`src/rtl/clock_pkg.sv`:
```
// Shared definitions for the alarm clock mode controller: state encoding,
// time-word field positions, BCD limits and the state-to-LED mapping.
package clock_pkg;

  localparam int unsigned TIME_W  = 22;
  localparam int unsigned ALARM_W = 16;
  localparam int unsigned LED_W   = 5;

  // Bit positions inside the 22-bit BCD time word
  localparam int unsigned SEC_MSB = 7;
  localparam int unsigned MIN_LSB = 8;
  localparam int unsigned MIN_MSB = 14;
  localparam int unsigned HR_LSB  = 16;
  localparam int unsigned HR_MSB  = 21;

  localparam logic [7:0] MIN_MAX = 8'h59;
  localparam logic [7:0] HR_MAX  = 8'h23;

  typedef enum logic [2:0] {
    ST_CLOCK     = 3'd0,
    ST_ADJ_T_MIN = 3'd1,
    ST_ADJ_T_HR  = 3'd2,
    ST_ADJ_A_MIN = 3'd3,
    ST_ADJ_A_HR  = 3'd4,
    ST_RING      = 3'd5
  } state_e;

  // RING shares the CLOCK lamp; alarm_ring already signals the ringing
  function automatic logic [LED_W-1:0] state_led(input state_e s);
    case (s)
      ST_ADJ_T_MIN: return 5'b00010;
      ST_ADJ_T_HR:  return 5'b00100;
      ST_ADJ_A_MIN: return 5'b01000;
      ST_ADJ_A_HR:  return 5'b10000;
      default:      return 5'b00001;
    endcase
  endfunction

endpackage

```
`src/rtl/clock_mode_ctrl_bcd_field_step.sv`:
```
// Two-digit BCD +/-1 with wrap between 00 and a BCD maximum.
module bcd_field_step (
  input  logic [7:0] val_i,
  input  logic       up_i,
  input  logic [7:0] max_i,
  output logic [7:0] val_o
);

  logic [3:0] ones;
  logic [3:0] tens;

  assign ones = val_i[3:0];
  assign tens = val_i[7:4];

  always_comb begin
    val_o = val_i;
    if (up_i) begin
      if (val_i == max_i)     val_o = 8'h00;
      else if (ones == 4'd9)  val_o = {tens + 4'd1, 4'd0};
      else                    val_o = {tens, ones + 4'd1};
    end else begin
      if (val_i == 8'h00)     val_o = max_i;
      else if (ones == 4'd0)  val_o = {tens - 4'd1, 4'd9};
      else                    val_o = {tens, ones - 4'd1};
    end
  end

endmodule

```
`src/rtl/clock_mode_ctrl.sv`:
```
// Alarm clock mode controller: sequences the counter chain between counting
// and adjust, owns the alarm register, match detection and ringing.
module clock_mode_ctrl
  import clock_pkg::*;
#(
  parameter int unsigned RING_SECONDS = 60
) (
  input  logic                 clk,
  input  logic                 rst,
  input  logic                 tick_1hz,
  input  logic                 btn_mode,
  input  logic                 btn_next,
  input  logic                 btn_up,
  input  logic                 btn_down,
  input  logic                 alarm_en,
  input  logic [TIME_W-1:0]    count,
  output logic                 clk_en,
  output logic                 clk_load,
  output logic [TIME_W-1:0]    clk_in_count,
  output logic [1:0]           clk_en_time,
  output logic [ALARM_W-1:0]   alarm_time,
  output logic                 alarm_ring,
  output logic [LED_W-1:0]     mode_led
);

  localparam int unsigned RING_W = (RING_SECONDS > 1) ? $clog2(RING_SECONDS) : 1;

  state_e               state_q, state_d;
  logic [ALARM_W-1:0]   alarm_time_q, alarm_time_d;
  logic                 clk_load_q, clk_load_d;
  logic [TIME_W-1:0]    clk_in_count_q, clk_in_count_d;
  logic [1:0]           en_time_q, en_time_d;
  logic                 ring_q, ring_d;
  logic [LED_W-1:0]     led_q, led_d;
  logic [RING_W-1:0]    ring_cnt_q, ring_cnt_d;
  logic                 match_q, match_d;

  logic [7:0]           min_in, hr_in, min_step, hr_step;
  logic                 btn_any, step_req, match_rise;
  logic [TIME_W-1:0]    adj_word;

  // One stepper per field, shared by the time and alarm adjust paths
  assign min_in = (state_q == ST_ADJ_A_MIN) ? alarm_time_q[7:0]
                                            : count[MIN_MSB+1:MIN_LSB];
  assign hr_in  = (state_q == ST_ADJ_A_HR)  ? alarm_time_q[15:8]
                                            : {2'b00, count[HR_MSB:HR_LSB]};

  bcd_field_step u_min_step (
    .val_i (min_in),
    .up_i  (btn_up),
    .max_i (MIN_MAX),
    .val_o (min_step)
  );

  bcd_field_step u_hr_step (
    .val_i (hr_in),
    .up_i  (btn_up),
    .max_i (HR_MAX),
    .val_o (hr_step)
  );

  assign btn_any  = btn_mode | btn_next | btn_up | btn_down;
  assign step_req = btn_up | btn_down;

  // Match condition excludes state so that returning to CLOCK mid-match is no edge
  assign match_d    = alarm_en && (count[SEC_MSB:0] == 8'h00) &&
                      (alarm_time_q == {2'b00, count[HR_MSB:HR_LSB], count[MIN_MSB+1:MIN_LSB]});
  assign match_rise = match_d & ~match_q;

  assign clk_en = tick_1hz & ((state_q == ST_CLOCK) | (state_q == ST_RING));

  always_comb begin
    state_d        = state_q;
    alarm_time_d   = alarm_time_q;
    clk_load_d     = 1'b0;
    clk_in_count_d = clk_in_count_q;
    ring_cnt_d     = '0;
    adj_word       = '0;
    adj_word[HR_MSB:HR_LSB]   = count[HR_MSB:HR_LSB];
    adj_word[MIN_MSB:MIN_LSB] = count[MIN_MSB:MIN_LSB];

    unique case (state_q)
      ST_CLOCK: begin
        if (btn_mode)        state_d = ST_ADJ_T_MIN;
        else if (match_rise) state_d = ST_RING;
      end
      ST_ADJ_T_MIN: begin
        if (btn_mode)      state_d = ST_CLOCK;
        else if (btn_next) state_d = ST_ADJ_T_HR;
        else if (step_req) begin
          adj_word[MIN_MSB:MIN_LSB] = min_step[6:0];
          clk_in_count_d = adj_word;
          clk_load_d     = 1'b1;
        end
      end
      ST_ADJ_T_HR: begin
        if (btn_mode)      state_d = ST_CLOCK;
        else if (btn_next) state_d = ST_ADJ_A_MIN;
        else if (step_req) begin
          adj_word[HR_MSB:HR_LSB] = hr_step[5:0];
          clk_in_count_d = adj_word;
          clk_load_d     = 1'b1;
        end
      end
      ST_ADJ_A_MIN: begin
        if (btn_mode)      state_d = ST_CLOCK;
        else if (btn_next) state_d = ST_ADJ_A_HR;
        else if (step_req) alarm_time_d[7:0] = min_step;
      end
      ST_ADJ_A_HR: begin
        if (btn_mode)      state_d = ST_CLOCK;
        else if (btn_next) state_d = ST_ADJ_T_MIN;
        else if (step_req) alarm_time_d[15:8] = hr_step;
      end
      ST_RING: begin
        // Buttons here only silence the alarm
        if (btn_any || !alarm_en) state_d = ST_CLOCK;
        else if (tick_1hz) begin
          if (ring_cnt_q == RING_W'(RING_SECONDS - 1)) state_d = ST_CLOCK;
          else ring_cnt_d = ring_cnt_q + RING_W'(1);
        end else begin
          ring_cnt_d = ring_cnt_q;
        end
      end
      default: state_d = ST_CLOCK;
    endcase

    en_time_d = (state_d == ST_ADJ_T_MIN) ? 2'b01 :
                (state_d == ST_ADJ_T_HR)  ? 2'b10 : 2'b00;
    ring_d    = (state_d == ST_RING);
    led_d     = state_led(state_d);
  end

  always_ff @(posedge clk) begin
    if (rst) begin
      state_q        <= ST_CLOCK;
      alarm_time_q   <= '0;
      clk_load_q     <= 1'b0;
      clk_in_count_q <= '0;
      en_time_q      <= 2'b00;
      ring_q         <= 1'b0;
      led_q          <= 5'b00001;
      ring_cnt_q     <= '0;
      match_q        <= 1'b0;
    end else begin
      state_q        <= state_d;
      alarm_time_q   <= alarm_time_d;
      clk_load_q     <= clk_load_d;
      clk_in_count_q <= clk_in_count_d;
      en_time_q      <= en_time_d;
      ring_q         <= ring_d;
      led_q          <= led_d;
      ring_cnt_q     <= ring_cnt_d;
      match_q        <= match_d;
    end
  end

  assign clk_load     = clk_load_q;
  assign clk_in_count = clk_in_count_q;
  assign clk_en_time  = en_time_q;
  assign alarm_time   = alarm_time_q;
  assign alarm_ring   = ring_q;
  assign mode_led     = led_q;

endmodule
```
`config.mk`:
```
export PLATFORM = sky130hd
export DESIGN_NAME = clock_mode_ctrl
export DESIGN_NICKNAME = d
export VERILOG_FILES = /design/src/rtl/clock_pkg.sv /design/src/rtl/clock_mode_ctrl_bcd_field_step.sv /design/src/rtl/clock_mode_ctrl.sv
export SDC_FILE = /design/constraint.sdc
export NUM_CORES = 1
export LEC_CHECK = 0
export CORE_MARGIN = 8
export CORE_UTILIZATION = 56
export DETAILED_ROUTE_END_ITERATION = 10
export PLACE_DENSITY_LB_ADDON = 0.25
export SYNTH_ARGS = -nofsm -noshare
export SYNTH_HDL_FRONTEND = slang
export SYNTH_SLANG_ARGS = --single-unit
```
`constraint.sdc`:
```
create_clock -name clk -period 7.44 [get_ports clk]
set_input_delay 1.116 -clock clk [delete_from_list [all_inputs] [get_ports clk]]
set_output_delay 1.116 -clock clk [all_outputs]
set_load 0.1 [all_outputs]
```
# Word level (Yosys, flattened, before mapping)
# Index checks and enable logic that the tools add are counted.
# classes
addsub	9
n_reduce_logical	18
muxes	38
bitwise	12
eq_ne	22
# op_table
op	count
two-way mux 22 bit	6
two-way mux 8 bit	12
case mux 22 bit (2 select lines)	1
two-way mux 3 bit	13
logical NOT 8 bit	3
case mux 5 bit (4 select lines)	1
case mux 3 bit (6 select lines)	1
adder 4 x 1 -> 4 bit (second input constant)	4
equality test 16 x 14 -> 1 bit	1
subtractor 4 x 1 -> 4 bit (second input constant)	4
equality test 3 x 2 -> 1 bit (second input constant)	4
equality test 3 bit (second input constant)	4
!= test 2 bit (second input constant)	6
equality test 4 bit (second input constant)	2
equality test 8 x 6 -> 1 bit (second input constant)	1
equality test 8 x 7 -> 1 bit (second input constant)	1
logical NOT 4 bit	2
AND reduction 4 bit	2
AND reduction 7 bit	1
adder 6 x 1 -> 6 bit (second input constant)	1
equality test 3 x 1 -> 1 bit (second input constant)	2
equality test 6 bit (second input constant)	1
two-way mux 6 bit	1
NOT 1 bit	5
other kinds (12)	20
# totals
out_inout_bits	48
inputBits	30
reg_bits	57
word_cells	110

# Longest topological paths before layout
# logic_depth
depth_word	10
ltp_mapped	13
ltp_nobuf	10

# By module
# From an unflattened synthesis, not the netlist that was laid out.
# unflattened
cells_unflattened	431
area_unflattened_um2	3637.2
# modules_own_cells
mod	cells_each	area_per_inst_um2	seq_area_each_um2	n_inst
clock_mode_ctrl	275	2476.1	960.9	1
bcd_field_step	78	580.6	0.0	2

# Least setup slack after synthesis
# OpenSTA, ideal clock, no wires.
# synth_path
path_type	input-to-output
start	input port tick_1hz
end	output port clk_en
path_slack_ns	4.441
cell_stages	1
path_buffers	0
t_arrival_ns	1.883
path_cell_list	and3_1
# synth_via
elab_chain_cells	1
# synth_rtl
item	line_no	text
from (decl)	clock_mode_ctrl.sv:10	input logic tick_1hz,
bitwise AND 1 bit	clock_mode_ctrl.sv:70	assign clk_en = tick_1hz & ((state_q == ST_CLOCK) | (state_q == ST_RING));
to (decl)	clock_mode_ctrl.sv:17	output logic clk_en,
# No other way between the ends.

# Worst setup path in the final report
# Same ends and word-level chain as after synthesis.

==> impl_metrics.csv <==
group,metric,value,unit
synth,synth_cells,448,
synth,synth-simple-area-share,0.282,
layout,instances_no_fill,574,
outcome,status,"finished clean",
sta,clock_skew,0.00636,ns
power,combinationalPowerShare,0.272,
synth,yosysWarnings,0,
routing,met2WireLength,4.82,mm
power,switching_share,0.332,
synth,synth_top_family_by_area,"simple AND/OR/NAND/NOR gates",
worst_setup_path,cp-end-kind,"output pin",
routing,wire_per_inst,18.1,µm
synth,synth_compound_area_frac,0.172,
worst_setup_path,cp_max_fo,6,
floorplanning,io_pins,78,
power,p_clk_frac,0.300,
place,dp.cells,566,
global_routing,grt_pass1_wl,16.7,mm
floorplanning,start_util,0.572,
cts,numClockSinks,48,
global_routing,antenna_found_initial,0,
place,io_buffers,68,
cts,cts_tree,"done",
global_routing,grt_pass1_vias,3401,
synth,synth-seq-cells,48,
floorplanning,die-area,9180,µm²
global_routing,overflow,0,
routing,dr.pass1.iters,5,
sta,hold_viol_final,0,
cts,post_cts_resized,0,
sta,finalCritPeriodShare,0.557,
routing,wirelength,10.4,mm
layout,syn_to_final_growth,20.5,%
synth,ys_async_sr_fraction,0,
cts,clk_pin_slew,0.09,ns
routing,avgViaCountPerCell,6.24,
global_routing,grt_util_all_layers,0.225,
worst_setup_path,start_kind,"primary input",
sta,setup-violations-final,0,
worst_setup_path,cp.required,6.32,ns
min_path,hp-class,"flip-flop to flip-flop",
sta,tightest_slew,1.41,ns
power,leakage,1.58,nW
sta,drv_slew,0,
cts,clk_latency,0.29,ns
power,irDropWorstVdd,118,µV
power,seq_power_share,0.429,
synth,syn_area_per_cell,7.96,µm²
sta,setup_tns,0,ns
place,place.gp.congestion,0.911,
cts,clockBufferDepth,2,
synth,muxShareOfSynthArea,0.0975,
cts,postCtsHoldBufs,0,
floorplanning,die_y,95.8,µm
synth,synth-edff-count,0,
synth,ys.flop_type,"dfxtp_1",
floorplanning,coreArea,6240,µm²
layout,drive_gt1_frac,0.0644,
global_routing,grt_max_degree,34,
sta,relSlewSlack,0.0559,
routing,routed.top_layer,"met4",
synth,synth.distinct_cells,69,
routing,initialDrtViolationCount,259,
layout,n_antenna_cell,0,
routing,drc,0,
layout,final_nets,537,
cts,htreeDepth,2,
synth,synth_xor_area_frac,0.0687,
sta,clock.fmax,0.241,GHz
floorplanning,die_w,95.8,µm
power,p_switching,207,µW
worst_setup_path,worstPathArrival,3.03,ns
layout,layout_common_cells,"clkdlybuf4s50_1, dfxtp_1, nor2_1",
place,place_hpwl,7.49,mm
floorplanning,floorplan.rows,29,
cts,cts-root-buf,"clkbuf_8",
sta,rsz0062_at_grt,"false",
routing,drtAntennaViolNets,0,
flow_run,drv_cap,0,
synth,yosysSeqAreaShare,0.269,
worst_setup_path,critPathKind,"primary input to output pin",
cts,post_cts_buffers,0,
routing,vias,3584,
synth,syn-cell-area,3570,µm²
power,p_per_area,145,nW/µm²
layout,mostFrequentLayoutCell,"clkdlybuf4s50_1",
routing,met3_length,824,µm
cts,numCtsBuffers,5,
synth,synthAdderAreaFrac,0.0386,
power,intPower,415,µW
sta,period_minus_slack,4.14,ns
routing,wl_met1,4.68,mm
[per-layer routing]
layer,GRT usage,vias to the layer above
li1,-,1714
met1,0.287,1710
met2,0.374,152
met3,0.0577,8
met4,0.0423,0
met5,0,-
[state kept, by name, summed over array words and instances, names as in the netlist]
name	flops
alarm_ring	1
alarm_time	16
clk_en_time	2
clk_in_count	13
clk_load	1
match_q	1
mode_led	5
ring_cnt_q	6
state_q	3
[power groups by stage]
stage	Clock, mW	Combinational, mW	Sequential [mW]
2_1_floorplan	0	0.0934	0.304
3_3_place_gp	0	0.164	0.272
3_5_place_dp	0	0.166	0.272
4_1_cts	0.189	0.167	0.266
5_1_grt	0.203	0.179	0.267
6_report	0.186	0.169	0.267
[path summary, 6_finish.rpt]
| path | end | slack [ns] | cells after the start | startpoint |
|---|---|---|---|---|
| worst min-delay path | clk_in_count[10]$_SDFFE_PP0P_ | 0.49 | 2 | clk_in_count[10]$_SDFFE_PP0P_ |
| worst max-delay path | clk_en | 3.30 | 3 | tick_1hz |
| worst min register to register | clk_in_count[10]$_SDFFE_PP0P_ | 0.49 | 2 | clk_in_count[10]$_SDFFE_PP0P_ |
| worst max register to register | clk_in_count[12]$_SDFFE_PP0P_ | 3.67 | 8 | state_q[0]$_SDFF_PP0_ |
[logic make-up (layout without fill, tap and decap cells)]
family                   count (synthesis)  in the layout
other                                    1              9
multiplexers                            31             31
XOR/XNOR                                28             28
buffers and inverters                   49             90
flip-flops                              48             48
AO/OA/AOI/OAI                           89             89
AND/OR/NAND/NOR                        191            191
adder cells (fa/ha/maj)                 11             11
[worst max-delay path, stage by stage]
cell and delay, ns:
clkdlybuf4s50_1 0.59, and3_1 0.19, clkdlybuf4s50_1 1.13
[Yosys cell counts (all sizes together), types with 11 or more instances]
master / number / area (µm²)
nand3: 18 / 90.1
xnor2: 21 / 184
ha: 11 / 138
a211oi: 11 / 92.6
nand2: 33 / 124
nor3: 25 / 125
dfxtp: 48 / 961
buf: 20 / 143
mux2i: 23 / 246
clkbuf: 19 / 71.3
o21ai: 15 / 75.1
nor2: 46 / 173
a21oi: 23 / 115
[stage by stage]
| step | power (mW) | worst slack [ns] | util | hold WS (ns) | instance area, µm² |
|---|---|---|---|---|---|
| after detailed placement | 0.438 | 3.29 | 0.671 | 0.465 | 4190 |
| after global placement | 0.436 | 3.31 | 0.671 | 0.458 | 4190 |
| after CTS | 0.623 | 3.29 | 0.689 | 0.482 | 4300 |
| after floorplan | 0.397 | 4.44 | - | 0.475 | 3600 |
| final | 0.621 | 3.30 | 0.689 | 0.485 | 4300 |
| after global routing | 0.649 | 3.26 | 0.689 | 0.520 | 4300 |
[cell type report]
| cell class | instances | area [µm²] |
|---|---|---|
| clock buffer | 6 | 72.6 |
| clock inverter | 2 | 35.0 |
| fill | 542 | 1940 |
| inverter | 10 | 37.5 |
| multi-input combinational | 359 | 2380 |
| sequential | 48 | 961 |
| tap | 77 | 96.3 |
| timing repair buffer | 72 | 711 |
Power figures use the tool's default switching activity.
